===== config.mk =====
export PLATFORM = sky130hd
export DESIGN_NAME = i2c_req_arbiter
export DESIGN_NICKNAME = d
export VERILOG_FILES = /design/src/rtl/i2c_req_arbiter_pkg.sv /design/src/rtl/i2c_req_arbiter_rr_pick.sv /design/src/rtl/i2c_req_arbiter.sv
export SDC_FILE = /design/constraint.sdc
export NUM_CORES = 1
export LEC_CHECK = 0
export BUFFER_PORTS_ARGS = -buffer_cell sky130_fd_sc_hd__buf_2
export CAP_MARGIN = 20
export CORE_MARGIN = 1.5
export CORE_UTILIZATION = 55
export DETAILED_ROUTE_END_ITERATION = 7
export GPL_TIMING_DRIVEN = 1
export PLACE_DENSITY = 0.86
export SKIP_LAST_GASP = 1
export SLEW_MARGIN = 40
export SYNTH_ARGS = -nofsm -noshare
export SYNTH_HDL_FRONTEND = slang
export SYNTH_SLANG_ARGS = --single-unit

===== constraint.sdc =====
create_clock -name clk -period 4.3 [get_ports clk]
set_input_delay 0.86 -clock clk [delete_from_list [all_inputs] [get_ports clk]]
set_output_delay 0.86 -clock clk [all_outputs]
set_load 0.05 [all_outputs]

===== src/rtl/i2c_req_arbiter_pkg.sv =====
// ---------------------------------------------------------------------------
// i2c_pkg
//   Shared widths and the arbiter state encoding for the I2C request
//   arbiter. Imported by rr_pick and i2c_req_arbiter.
// ---------------------------------------------------------------------------
package i2c_pkg;

  localparam int I2C_ADDR_W = 7;
  localparam int I2C_DATA_W = 8;

  typedef enum logic [1:0] {
    IDLE      = 2'd0,
    ISSUE     = 2'd1,
    WAIT_DONE = 2'd2,
    RESPOND   = 2'd3
  } arb_state_e;

endpackage : i2c_pkg


===== src/rtl/i2c_req_arbiter_rr_pick.sv =====
// ---------------------------------------------------------------------------
// rr_pick
//   Combinational round-robin picker. Starting at ptr_i and wrapping, the
//   first requester with req_i set wins.
// Ports
//   req_i  in  NUM_REQ  request vector
//   ptr_i  in  IDX_W    highest-priority requester index
//   win_o  out NUM_REQ  one-hot winner (all zero when no request)
//   idx_o  out IDX_W    winner index (0 when no request)
//   any_o  out 1        at least one request pending
// ---------------------------------------------------------------------------
module rr_pick
  import i2c_pkg::*;
#(
  parameter int NUM_REQ = 4,
  parameter int IDX_W   = $clog2(NUM_REQ)
) (
  input  logic [NUM_REQ-1:0] req_i,
  input  logic [IDX_W-1:0]   ptr_i,
  output logic [NUM_REQ-1:0] win_o,
  output logic [IDX_W-1:0]   idx_o,
  output logic               any_o
);

  logic found;
  int   pos;

  always_comb begin
    win_o = '0;
    idx_o = '0;
    any_o = |req_i;
    found = 1'b0;
    pos   = 0;
    // Walk the requesters in priority order ptr, ptr+1, ... wrapping at
    // NUM_REQ; the pointer never exceeds NUM_REQ-1, so one subtraction wraps.
    for (int k = 0; k < NUM_REQ; k++) begin
      pos = int'(ptr_i) + k;
      if (pos >= NUM_REQ) begin
        pos = pos - NUM_REQ;
      end
      if (!found && req_i[pos]) begin
        found      = 1'b1;
        idx_o      = IDX_W'(pos);
        win_o[pos] = 1'b1;
      end
    end
  end

endmodule : rr_pick


===== src/rtl/i2c_req_arbiter.sv =====
// ---------------------------------------------------------------------------
// i2c_req_arbiter
//   Shares one I2C master among NUM_REQ requesters. Round-robin grant,
//   request fields latched at grant, one transaction in flight, a one-cycle
//   done pulse to the granted requester with NACK / timeout / read data.
// Ports
//   clk, rst                 clock, asynchronous active-high reset
//   req/req_addr/req_rw/
//   req_wdata                per-requester request level and fields
//   grant                    one-hot, high from grant until the done pulse
//   done                     one-cycle completion pulse to the granted requester
//   resp_nack/resp_timeout/
//   resp_rdata               response, valid with done, held until next done
//   m_enable/m_address/
//   m_rw/m_data              command to the I2C master
//   m_busy/m_done/m_nack/
//   m_rdata                  status from the I2C master
// ---------------------------------------------------------------------------
module i2c_req_arbiter
  import i2c_pkg::*;
#(
  parameter int NUM_REQ        = 4,
  parameter int TIMEOUT_CYCLES = 4096
) (
  input  logic                          clk,
  input  logic                          rst,
  input  logic [NUM_REQ-1:0]            req,
  input  logic [I2C_ADDR_W*NUM_REQ-1:0] req_addr,
  input  logic [NUM_REQ-1:0]            req_rw,
  input  logic [I2C_DATA_W*NUM_REQ-1:0] req_wdata,
  output logic [NUM_REQ-1:0]            grant,
  output logic [NUM_REQ-1:0]            done,
  output logic                          resp_nack,
  output logic                          resp_timeout,
  output logic [I2C_DATA_W-1:0]         resp_rdata,
  output logic                          m_enable,
  output logic [I2C_ADDR_W-1:0]         m_address,
  output logic                          m_rw,
  output logic [I2C_DATA_W-1:0]         m_data,
  input  logic                          m_busy,
  input  logic                          m_done,
  input  logic                          m_nack,
  input  logic [I2C_DATA_W-1:0]         m_rdata
);

  localparam int IDX_W = $clog2(NUM_REQ);
  localparam int CNT_W = (TIMEOUT_CYCLES > 2) ? $clog2(TIMEOUT_CYCLES) : 1;

  arb_state_e              state_q, state_d;
  logic [NUM_REQ-1:0]      grant_q, grant_d;
  logic [NUM_REQ-1:0]      done_q, done_d;
  logic [IDX_W-1:0]        gidx_q, gidx_d;
  logic [IDX_W-1:0]        ptr_q, ptr_d;
  logic [CNT_W-1:0]        cnt_q, cnt_d;
  logic                    m_enable_q, m_enable_d;
  logic [I2C_ADDR_W-1:0]   m_address_q, m_address_d;
  logic                    m_rw_q, m_rw_d;
  logic [I2C_DATA_W-1:0]   m_data_q, m_data_d;
  logic                    resp_nack_q, resp_nack_d;
  logic                    resp_timeout_q, resp_timeout_d;
  logic [I2C_DATA_W-1:0]   resp_rdata_q, resp_rdata_d;

  logic [NUM_REQ-1:0]      pick_win;
  logic [IDX_W-1:0]        pick_idx;
  logic                    pick_any;
  logic                    timeout_hit;

  rr_pick #(
    .NUM_REQ (NUM_REQ),
    .IDX_W   (IDX_W)
  ) u_rr_pick (
    .req_i (req),
    .ptr_i (ptr_q),
    .win_o (pick_win),
    .idx_o (pick_idx),
    .any_o (pick_any)
  );

  assign timeout_hit = (cnt_q == CNT_W'(TIMEOUT_CYCLES - 1));

  always_comb begin
    state_d        = state_q;
    grant_d        = grant_q;
    done_d         = '0;
    gidx_d         = gidx_q;
    ptr_d          = ptr_q;
    cnt_d          = cnt_q;
    m_enable_d     = m_enable_q;
    m_address_d    = m_address_q;
    m_rw_d         = m_rw_q;
    m_data_d       = m_data_q;
    resp_nack_d    = resp_nack_q;
    resp_timeout_d = resp_timeout_q;
    resp_rdata_d   = resp_rdata_q;

    unique case (state_q)
      IDLE: begin
        // A master still busy from an aborted transaction blocks new grants.
        if (pick_any && !m_busy) begin
          state_d     = ISSUE;
          grant_d     = pick_win;
          gidx_d      = pick_idx;
          m_address_d = req_addr[int'(pick_idx)*I2C_ADDR_W +: I2C_ADDR_W];
          m_rw_d      = req_rw[pick_idx];
          m_data_d    = req_wdata[int'(pick_idx)*I2C_DATA_W +: I2C_DATA_W];
          m_enable_d  = 1'b1;
          cnt_d       = '0;
        end
      end

      ISSUE, WAIT_DONE: begin
        // Completion has priority over a timeout expiring in the same cycle.
        if (m_done) begin
          state_d        = RESPOND;
          grant_d        = '0;
          done_d         = grant_q;
          m_enable_d     = 1'b0;
          resp_nack_d    = m_nack;
          resp_timeout_d = 1'b0;
          resp_rdata_d   = (m_rw_q && !m_nack) ? m_rdata : '0;
        end else if (timeout_hit) begin
          state_d        = RESPOND;
          grant_d        = '0;
          done_d         = grant_q;
          m_enable_d     = 1'b0;
          resp_nack_d    = 1'b1;
          resp_timeout_d = 1'b1;
          resp_rdata_d   = '0;
        end else begin
          cnt_d = cnt_q + CNT_W'(1);
          if (state_q == ISSUE && m_busy) begin
            state_d    = WAIT_DONE;
            m_enable_d = 1'b0;
          end
        end
      end

      RESPOND: begin
        state_d = IDLE;
        ptr_d   = (gidx_q == IDX_W'(NUM_REQ - 1)) ? '0 : gidx_q + IDX_W'(1);
      end

      default: begin
        state_d = IDLE;
      end
    endcase
  end

  always_ff @(posedge clk or posedge rst) begin
    if (rst) begin
      state_q        <= IDLE;
      grant_q        <= '0;
      done_q         <= '0;
      gidx_q         <= '0;
      ptr_q          <= '0;
      cnt_q          <= '0;
      m_enable_q     <= 1'b0;
      m_address_q    <= '0;
      m_rw_q         <= 1'b0;
      m_data_q       <= '0;
      resp_nack_q    <= 1'b0;
      resp_timeout_q <= 1'b0;
      resp_rdata_q   <= '0;
    end else begin
      state_q        <= state_d;
      grant_q        <= grant_d;
      done_q         <= done_d;
      gidx_q         <= gidx_d;
      ptr_q          <= ptr_d;
      cnt_q          <= cnt_d;
      m_enable_q     <= m_enable_d;
      m_address_q    <= m_address_d;
      m_rw_q         <= m_rw_d;
      m_data_q       <= m_data_d;
      resp_nack_q    <= resp_nack_d;
      resp_timeout_q <= resp_timeout_d;
      resp_rdata_q   <= resp_rdata_d;
    end
  end

  assign grant        = grant_q;
  assign done         = done_q;
  assign resp_nack    = resp_nack_q;
  assign resp_timeout = resp_timeout_q;
  assign resp_rdata   = resp_rdata_q;
  assign m_enable     = m_enable_q;
  assign m_address    = m_address_q;
  assign m_rw         = m_rw_q;
  assign m_data       = m_data_q;

endmodule : i2c_req_arbiter


After elaboration in Yosys (flattened, before gate mapping)
Index checks and enable logic that the tools add are counted.

operators by class
  add/sub/neg operators = 9
  $mul = 1
  $lt $le $gt $ge = 13
  equality and inequality tests = 10
  shift-type cells = 2
  mux-type cells = 65
  bitwise logic cells = 3
  reduce and logical (&&, ||, !) cells = 26

operators by type and width
  operator                 number
  $ge A32 B1 Y1 const B    4
  $lt A32 B4 Y1 const B    4
  $mux W32                 4
  $ge A32 B4 Y1 const B    3
  $sub A32 B4 Y32 const B  3
  $mux W4                  10
  $mux W12                 3
  $shiftx A32 B6 Y8        1
  $shiftx A28 B6 Y7        1
  $mux W8                  3
  $pmux W12 S2             1
  $mux W1                  23
  $mux W2                  9
  $add A12 B1 Y12 const B  1
  $eq A12 B12 Y1 const B   1
  $or A4 B4 Y4             3
  $bmux W1 S2              5
  $logic_and A1 B1 Y1      10
  $demux W1 S2             4
  $pmux W4 S2              1
  $add A2 B2 Y3 const B    2
  $eq A2 B2 Y1 const B     3
  $ne A2 B2 Y1 const B     3
  $pmux W2 S3              1
  18 further kinds         26

storage, ports and cells
  bits in registers = 53
  bits of input ports = 81
  output and inout port bits = 35
  logic and storage cells = 142

Logic depth before layout (Yosys ltp)
Gate-level depths: netlist of the first run.

  depth after elaboration = 17
  gate-level depth with buffers = 12
  depth with buffers taken out = 8

Hierarchy
From an unflattened synthesis of the first run, not the netlist that was laid out.

unflattened totals
  cell total of the unflattened synthesis = 307
  area, all modules = 3388.2 µm²

modules (own cells, without submodules)
  module           instances  cells each  area each (µm²)  sequential area each (µm²)
  i2c_req_arbiter  1          253         2905.3           1326.3
  rr_pick          1          54          483.0            0.0

Worst setup path before layout of the first run
OpenSTA, ideal clock, no wires.

  path type = register to register
  start point = register ptr_q[0]
  end point = register m_address_q[0], in the netlist m_address[0]
  setup time = 0.132 ns
  arrival = 2.740 ns
  data required time = 4.168 ns
  slack = 1.428 ns
  stages on the path, launching flop included = 12
  buffers on the path = 4
  period minus slack after synthesis = 2.872 ns
  path through = dfrtp_1 > buf_4 > inv_2 > ha_1 > buf_6 > mux4_2 > a221oi_1 > o21a_1 > buf_6 > buf_8 > mux2i_1 > o221ai_2

between the ends
  longest elaborated chain between the ends = 17
  elaborated cells on any way between the ends = 42
  those cells by class = 7 x add/sub; 1 x mul; 4 x order compare; 1 x shift; 23 x mux; 6 x reduce/logical

RTL lines
  what                                                                      line                           RTL
  from (decl)                                                               i2c_req_arbiter.sv:53          logic [IDX_W-1:0] ptr_q, ptr_d;
  from (signal assigned)                                                    i2c_req_arbiter.sv:169         ptr_q <= ptr_d;
  parallel branches: the longest is 14 deep, another holds $sub A32 B4 Y32  n/a
  $mux W2 *                                                                 i2c_req_arbiter_rr_pick.sv:41  if (!found && req_i[pos]) begin
  $mul A2 B3 Y5 *                                                           i2c_req_arbiter.sv:103         m_address_d = req_addr[int'(pick_idx)*I2C_ADDR_W +: I2C_ADDR_W];
  $shiftx A28 B6 Y7 *                                                       i2c_req_arbiter.sv:103
  to (signal assigned)                                                      i2c_req_arbiter.sv:172         m_address_q <= m_address_d;
  to (decl)                                                                 i2c_req_arbiter.sv:56          logic [I2C_ADDR_W-1:0] m_address_q, m_address_d;

Mark *: on every way between the ends. The select of a mux whose other input is x is not followed.
A chain may end at the register's enable or synchronous reset.

Final worst setup path of the first run
  start point = register ptr_q[0]
  end point = register m_address_q[1], in the netlist m_address[1]

Same word-level chain as after synthesis.

==> results of run 1 <==
path summary, 6_finish.rpt:
kind,from,endpoint,slack (ns)
max,ptr_q[0],m_address[1],0.75
min,gidx_q[1],gidx_q[1],0.51
max reg2reg,ptr_q[0],m_address[1],0.75
min reg2reg,gidx_q[1],gidx_q[1],0.51
max in group asynchronous,rst,done[3],3.23
min in group asynchronous,rst,m_address[0],0.63
logic make-up after synthesis:
| group | count (synthesis) | synth area share |
|---|---|---|
| xor gates and xnor gates | 10 | 0.02605 |
| muxes | 38 | 0.1254 |
| adders and majority gates | 10 | 0.03722 |
| and+or+nand+nor | 94 | 0.1403 |
| buffers and inverters | 31 | 0.06922 |
| DFF | 53 | 0.3945 |
| AOI/OAI and AO/OA | 75 | 0.2073 |
routing by layer:
layer / share of wire / GRT usage / vias up
met5: 0 / 0 / -
met4: 0.019 / 0.07241 / 0
met3: 0.058 / 0.07416 / 14
met2: 0.50 / 0.4033 / 98
met1: 0.42 / 0.3107 / 1372
li1: - / - / 1356
stage by stage:
step           instance area [sq um]  cells
5_1_grt                         3946    491
3_3_place_gp                    3852    482
4_1_cts                         3941    490
6_report                        3946    491
3_5_place_dp                    3857    482
2_1_floorplan                   3362    311
final cells by class:
type,instances,area share
repair buffers,118,0.1509
inverters,10,0.01015
well taps,75,0.02378
flip-flops and latches,53,0.3361
clock buffers,7,0.01934
multi-input cells,227,0.4578
clock inverters,1,0.001902
synthesized netlist by cell type, types with 2 or more instances:
| master | count | share of area |
|---|---|---|
| o211ai_1 | 2 | 0.0045 |
| o21ai_0 | 11 | 0.016 |
| buf_6 | 4 | 0.013 |
| and4_1 | 2 | 0.0052 |
| o21a_1 | 2 | 0.0045 |
| xor2_1 | 9 | 0.023 |
| o221ai_2 | 15 | 0.067 |
| a21oi_1 | 8 | 0.012 |
| and2_1 | 3 | 0.0056 |
| nor3_1 | 2 | 0.0030 |
| nand2b_1 | 2 | 0.0037 |
| a21o_1 | 2 | 0.0045 |
| inv_1 | 9 | 0.010 |
| mux4_2 | 3 | 0.020 |
| nor2_1 | 20 | 0.022 |
| buf_2 | 2 | 0.0030 |
| nand2_1 | 40 | 0.045 |
| nand3_1 | 5 | 0.0074 |
| mux2_2 | 2 | 0.0067 |
| nand4_1 | 3 | 0.0056 |
| a22o_1 | 14 | 0.036 |
| a41oi_1 | 2 | 0.0052 |
| dfrtp_1 | 53 | 0.39 |
| buf_12 | 4 | 0.024 |
| clkbuf_1 | 7 | 0.0078 |
| nor3b_1 | 2 | 0.0045 |
| ha_1 | 10 | 0.037 |
| a22oi_1 | 9 | 0.020 |
| buf_4 | 2 | 0.0045 |
| and3_1 | 4 | 0.0074 |
| mux2i_1 | 32 | 0.095 |
power by group:
| group | switching, uW | total, uW | leakage, uW | internal [uW] |
|---|---|---|---|---|
| registers | 157 | 832 | 0.000694 | 675 |
| clock network | 159 | 274 | 0.0000385 | 116 |
| logic | 1220 | 1890 | 0.00124 | 672 |
registers in the layout, summed over array words and instances, names as in the netlist:
signal	count
state_q	2
resp_timeout	1
m_enable	1
resp_rdata	8
gidx_q	2
ptr_q	2
m_address	7
m_rw	1
resp_nack	1
cnt_q	12
done	4
m_data	8
grant	4
cells in the final DEF, fill, tap and decap left out, drive strengths merged, types with 6 or more instances in the layout:
cell type,count
xor2,9
a22o,14
o21ai,11
clkbuf,8
a21oi,8
nand2,41
ha,10
dfrtp,53
buf,117
a22oi,9
inv,10
nor2,20
o221ai,15
mux2i,32
nand3,6
worst max-delay path, cell delays in order (launching register included):
cell      delay, ns
dfrtp_1        0.74
inv_2          0.16
ha_1           0.51
mux4_2         0.65
a221oi_1       0.30
o21a_2         0.18
buf_4          0.42
mux2i_1        0.31
o221ai_2       0.13
==> reports/results.md, run 1 <==
| Item | Value | Unit |
|:---|:---|:---|
| GRT Resource Usage Total | 0.2450 | - |
| Number of buffers inserted during clock tree synthesis | 5 | - |
| Number of global-route vias before repair | 2777 | - |
| Async SR Flop Fraction | 1.000 | - |
| Total die area | 6591 | sq um |
| Number of nets produced by synthesis | 402 | - |
| Sum of negative setup slack | 0 | ns |
| Transition at the pin with the smallest max-transition slack | 0.7433 | ns |
| HPWL after detailed placement | 5.697 | mm |
| Via density per instance | 5.784 | - |
| Static Leak | 0.001974 | uW |
| ANT nets after route | 0 | - |
| Primary flip-flop cell chosen by synthesis mapping | dfrtp_1 | - |
| Worst max-slew margin expressed relative to the limit | 0.5032 | - |
| Syn Inst Count | 311 | - |
| Clock slew at reported path FFs | 0.09 | ns |
| H-Tree Level Count | 2 | - |
| Minimum hold slack | 0.5058 | ns |
| Floorplan die width | 81.19 | microns |
| Cell row count | 28 | - |
| Worst setup slack after placement | 0.7488 | ns |
| Initial Utilization | 0.5678 | - |
| Clock tree root buffer cell | clkbuf_8 | - |
| Count of clock tree sinks | 53 | - |
| Count of inserted antenna diode cells | 0 | - |
| Final Max Slew Viols | 0 | - |
| Fraction of final layout cells sized beyond drive strength 1 | 0.3774 | - |
| Largest fanout on the critical path | 33 | - |
| Number of top-level design ports | 116 | - |
| Hold Violations, Final | 0 | - |
| Initial antenna violation count | 0 | - |
| Post-CTS Setup Inserts | 0 | - |
| Die Span Y | 81.19 | microns |
| Number of distinct library cells after synthesis | 57 | - |
| Critical path startpoint category | register | - |
| Number of detailed-route iterations in the first pass | 4 | - |
| Final min period | 3.549 | ns |
| Utilization after layout | 0.6665 | - |
| Type of element capturing the critical path | register | - |
| Average cell area after synthesis | 10.81 | sq um |
| Total number of vias | 2840 | - |
| Insertion delay to the later sink of the worst-skew pair | 0.31 | ns |
| Synthesis-to-layout area growth | 17.38 | % |
| Worst min-delay path class | reg2reg | - |
| Routability-driven placement congestion ratio | 0.8776 | - |
| Number of buffers on the longest clock path | 2 | - |
| Wire length after detailed routing | 7.642 | mm |
| Smallest setup slack after layout | 0.7515 | ns |
| Reg area | 1326 | sq um |
| Footprint of the multi-input gates | 1807 | sq um |
| Std-Cell Core Area | 5921 | sq um |
| Number of synthesized register bits | 53 | - |
| Maximum number of pins on one net before global-route repair | 54 | - |
| Yosys warning count | 0 | - |
| Drc violations | 0 | - |
| # fillers | 489 | - |
| Port Buffer Count | 115 | - |
| PwrDens | 759.1 | nW/um^2 |
| Required arrival time at the worst endpoint | 4.49 | ns |
| Routed wire per std cell | 15.56 | microns |
| Cell depth of the worst min-delay path | 2 | - |
| Run status | complete, no violations | - |
| Final net count | 506 | - |
| Post-CTS Hold Fix Bufs | 0 | - |
| Share of the clock period used by the worst path after layout | 0.8252 | - |
| GRT overflow | 0 | - |
| Max-cap violation count | 0 | - |
| Critical path data arrival time | 3.74 | ns |
| Tot Pwr | 2996 | uW |
| Number of cells traversed by the worst register-to-register path | 8 | - |
| Count of flip-flops with a built-in enable after synthesis | 0 | - |
| Clock tree from TritonCTS | done | - |
| Starting DRC count in detailed routing | 181 | - |
| Setup repair after global routing missed its margin | no | - |
| Max frequency | 0.2818 | GHz |
| Post-synthesis cell area | 3362 | sq um |
| Endpoints failing setup | 0 | - |
| Wire length of the first global-routing pass | 12.59 | mm |
| CTS-repair resized insts | 0 | - |
| Final Skew | 0.009375 | ns |
| Peak VDD IR | 0.0004215 | V |
| Kind of critical path | reg2reg | - |
| Sequential share of the synthesized area | 0.3945 | - |
Note: power is estimated with default switching activity, not from simulation.
==> inputs of run 2 (changes only) <==
ABC_AREA = 1   (was default)
CORE_UTILIZATION = 47   (was 55)
PLACE_DENSITY = 0.76   (was 0.86)
clock period = 2.95 ns   (was 4.3 ns; I/O delays follow)
==> run 2 against run 1 <==
  * Non-clock buffer count up 2
  * Flip-flop and latch count unchanged
  * Register-to-register slack worse by 0.42 ns
  * Clock power up 82%
  * Clock skew grew 0.0033 ns
  * Die area increased by 26%
  * Wire length is 20% higher
  * Area after synthesis grew 8.9%
  * Critical endpoint is now m_data[2]
  * Largest power group unchanged
==> reports/results.md, run 2 <==
| Item | Value | Unit |
|:---|:---|:---|
| Number of synthesized register bits | 53 | - |
| Endpoints failing setup | 0 | - |
| Top post-synthesis cells by count | nand2_1 (146), inv_1 (85), nand3_1 (66) | - |
| Fraction of final layout cells sized beyond drive strength 1 | 0.2757 | - |
| Number of flip-flops in the largest register | 12 | - |
| Syn Inst Count | 504 | - |
| Required arrival time at the worst endpoint | 3.15 | ns |
| Setup repair after global routing missed its margin | no | - |
| Number of detailed-route iterations in the first pass | 5 | - |
| Maximum number of pins on one net before global-route repair | 34 | - |
| Clock slew at reported path FFs | 0.10 | ns |
| Post-CTS Hold Fix Bufs | 0 | - |
| Post-CTS Setup Inserts | 0 | - |
| Worst max-slew margin expressed relative to the limit | 0.5975 | - |
| Number of nets produced by synthesis | 595 | - |
| Critical path data arrival time | 2.81 | ns |
| Wire length of the first global-routing pass | 15.92 | mm |
| Cell row count | 31 | - |
| Critical path startpoint category | register | - |
| Max frequency | 0.3822 | GHz |
| Routability-driven placement congestion ratio | 0.8989 | - |
| Sum of negative setup slack | 0 | ns |
| Run status | complete, no violations | - |
| Transition at the pin with the smallest max-transition slack | 0.6005 | ns |
| Routed wire per std cell | 12.84 | microns |
| # fillers | 701 | - |
| Final design instance area without fill | 4379 | sq um |
| Clock tree from TritonCTS | done | - |
| Hold Violations, Final | 0 | - |
| Critical path's top delay family | simple AND/OR/NAND/NOR gates | - |
| Die Span Y | 91.24 | microns |
| GRT overflow | 0 | - |
| Number of top-level design ports | 116 | - |
| Area share of the largest cell type after synthesis | 0.3624 | - |
| Number of global-route vias before repair | 3576 | - |
| Initial antenna violation count | 0 | - |
| Library cell occupying the most area in the post-synthesis netlist | dfrtp_1 | - |
| PwrDens | 1320 | nW/um^2 |
| Floorplan die width | 91.24 | microns |
| Top cells by area in the synthesized netlist | dfrtp_1 (36%), nand2_1 (15%), nand3_1 (9.0%) | - |
| Type of element capturing the critical path | register | - |
| Delay of the slowest cell on the worst path | 0.62 | ns |
| Average cell area after synthesis | 7.261 | sq um |
| Worst min-delay path class | in2async | - |
| Number of distinct library cells after synthesis | 38 | - |
| Number of buffers inserted during clock tree synthesis | 5 | - |
| Most frequent standard cell in the layout excluding fill and tap cells | nand2_1 | - |
| Share of the clock period used by the worst path after layout | 0.8868 | - |
| Via density per instance | 5.147 | - |
| Total number of vias | 3665 | - |
| Most frequent cell after synthesis | nand2_1 | - |
| Standard cell with the maximum stage delay on the critical path | dfrtp_1 | - |
| Kind of critical path | reg2reg | - |
| Initial Utilization | 0.4940 | - |
| Launching instance or port of the critical path | ptr_q[0] | - |
| Count of flip-flops with a built-in enable after synthesis | 0 | - |
| CTS-repair resized insts | 0 | - |
| Async SR Flop Fraction | 1.000 | - |
| Yosys warning count | 0 | - |
| Total die area | 8325 | sq um |
| Placed cell area | 4268 | sq um |
| Footprint of the multi-input gates | 1849 | sq um |
| Post-synthesis cell area | 3660 | sq um |
| HPWL after detailed placement | 6.904 | mm |
| Final Max Slew Viols | 0 | - |
| ANT nets after route | 0 | - |
| Final net count | 703 | - |
| Starting DRC count in detailed routing | 257 | - |
| Drc violations | 0 | - |
| Peak VDD IR | 0.0008322 | V |
| Final Skew | 0.01270 | ns |
| Primary flip-flop cell chosen by synthesis mapping | dfrtp_1 | - |
| GRT Resource Usage Total | 0.2307 | - |
| Wire length after detailed routing | 9.140 | mm |
| Number of buffer and inverter stages on the critical path | 4 | - |
| Most used cells in the layout excluding fill and tap cells | nand2_1 (146), buf_2 (115), inv_1 (84), nand3_1 (66), dfrtp_1 (53) | - |
| Std-Cell Core Area | 7408 | sq um |
| Insertion delay to the later sink of the worst-skew pair | 0.30 | ns |
| Final min period | 2.616 | ns |
| Static Leak | 0.002513 | uW |
| Port Buffer Count | 115 | - |
| Max-cap violation count | 0 | - |
| Count of inserted antenna diode cells | 0 | - |
| Clock tree root buffer cell | clkbuf_8 | - |
| Synthesis-to-layout area growth | 19.66 | % |
| Reg with most FFs | cnt_q | - |
| Critical path, cell by cell | inv_8 -> ha_1 -> inv_1 -> nand3_1 -> nand2_4 -> inv_2 -> nor2_8 -> nand2_2 -> nand2_4 -> buf_4 -> nand3_1 -> nand3_1 -> nand2_1 -> nand2_1 -> nand2_1 | - |
| Number of buffers on the longest clock path | 2 | - |
| H-Tree Level Count | 2 | - |
| Count of clock tree sinks | 53 | - |
| Startpoint of the worst-slack reg-to-reg timing path | ptr_q[0] | - |
| Sequential share of the synthesized area | 0.3624 | - |
| Largest fanout on the critical path | 32 | - |
| Reg area | 1326 | sq um |
| Tot Pwr | 5783 | uW |
==> run 2: power by group <==
| group | switching, uW | total [uW] | internal, uW |
|---|---|---|---|
| clock network | 243 | 498 | 255 |
| registers | 220 | 1230 | 1010 |
| logic | 2910 | 4050 | 1150 |
| total | 3370 | 5780 | 2410 |
==> run 2: through the flow <==
stage            util  worst slack, ns  instances  hold WS, ns
5_1_grt        0.5911           0.1062        712       0.3751
3_3_place_gp   0.5761           0.4807        704       0.4629
2_1_floorplan       -           0.8057        504       0.4570
4_1_cts        0.5911           0.3437        712       0.3407
3_5_place_dp   0.5761           0.3469        704       0.4644
6_report       0.5911           0.3338        712       0.3270
==> run 2: cells by family after synthesis <==
group / share of synthesized area
AO/OA/AOI/OAI: 0.09778
XOR/XNOR: 0.007181
adder cells (fa/ha/maj): 0.03419
buffers and inverters: 0.1323
flip-flops: 0.3624
AND/OR/NAND/NOR: 0.3662
==> run 2: final timing paths <==
kind / cells after the start / to / slack, ns
worst min register to register: 2 / m_data[0] / 0.49
worst max register to register: 15 / m_data[2] / 0.33
max in group asynchronous: 3 / m_data[1] / 1.98
min in group clk: 2 / resp_timeout / 0.48
worst min-delay path: 2 / resp_timeout / 0.33
worst max-delay path: 15 / m_data[2] / 0.33
==> run 2: metal layers <==
metal / up-vias / global-route usage / routed length [microns]
met5: - / 0 / 0
met4: 0 / 0.06510 / 122
met3: 12 / 0.04439 / 636
met2: 140 / 0.3943 / 4360
met1: 1696 / 0.2956 / 4020
li1: 1817 / - / -
==> run 2: final cells by class <==
| cell class | count | area share |
|---|---|---|
| clock buffers | 6 | 0.01657 |
| clock inverters | 2 | 0.008857 |
| inverters | 92 | 0.08114 |
| multi-input cells | 340 | 0.4223 |
| flip-flops and latches | 53 | 0.3029 |
| well taps | 99 | 0.02829 |
| repair buffers | 120 | 0.1400 |
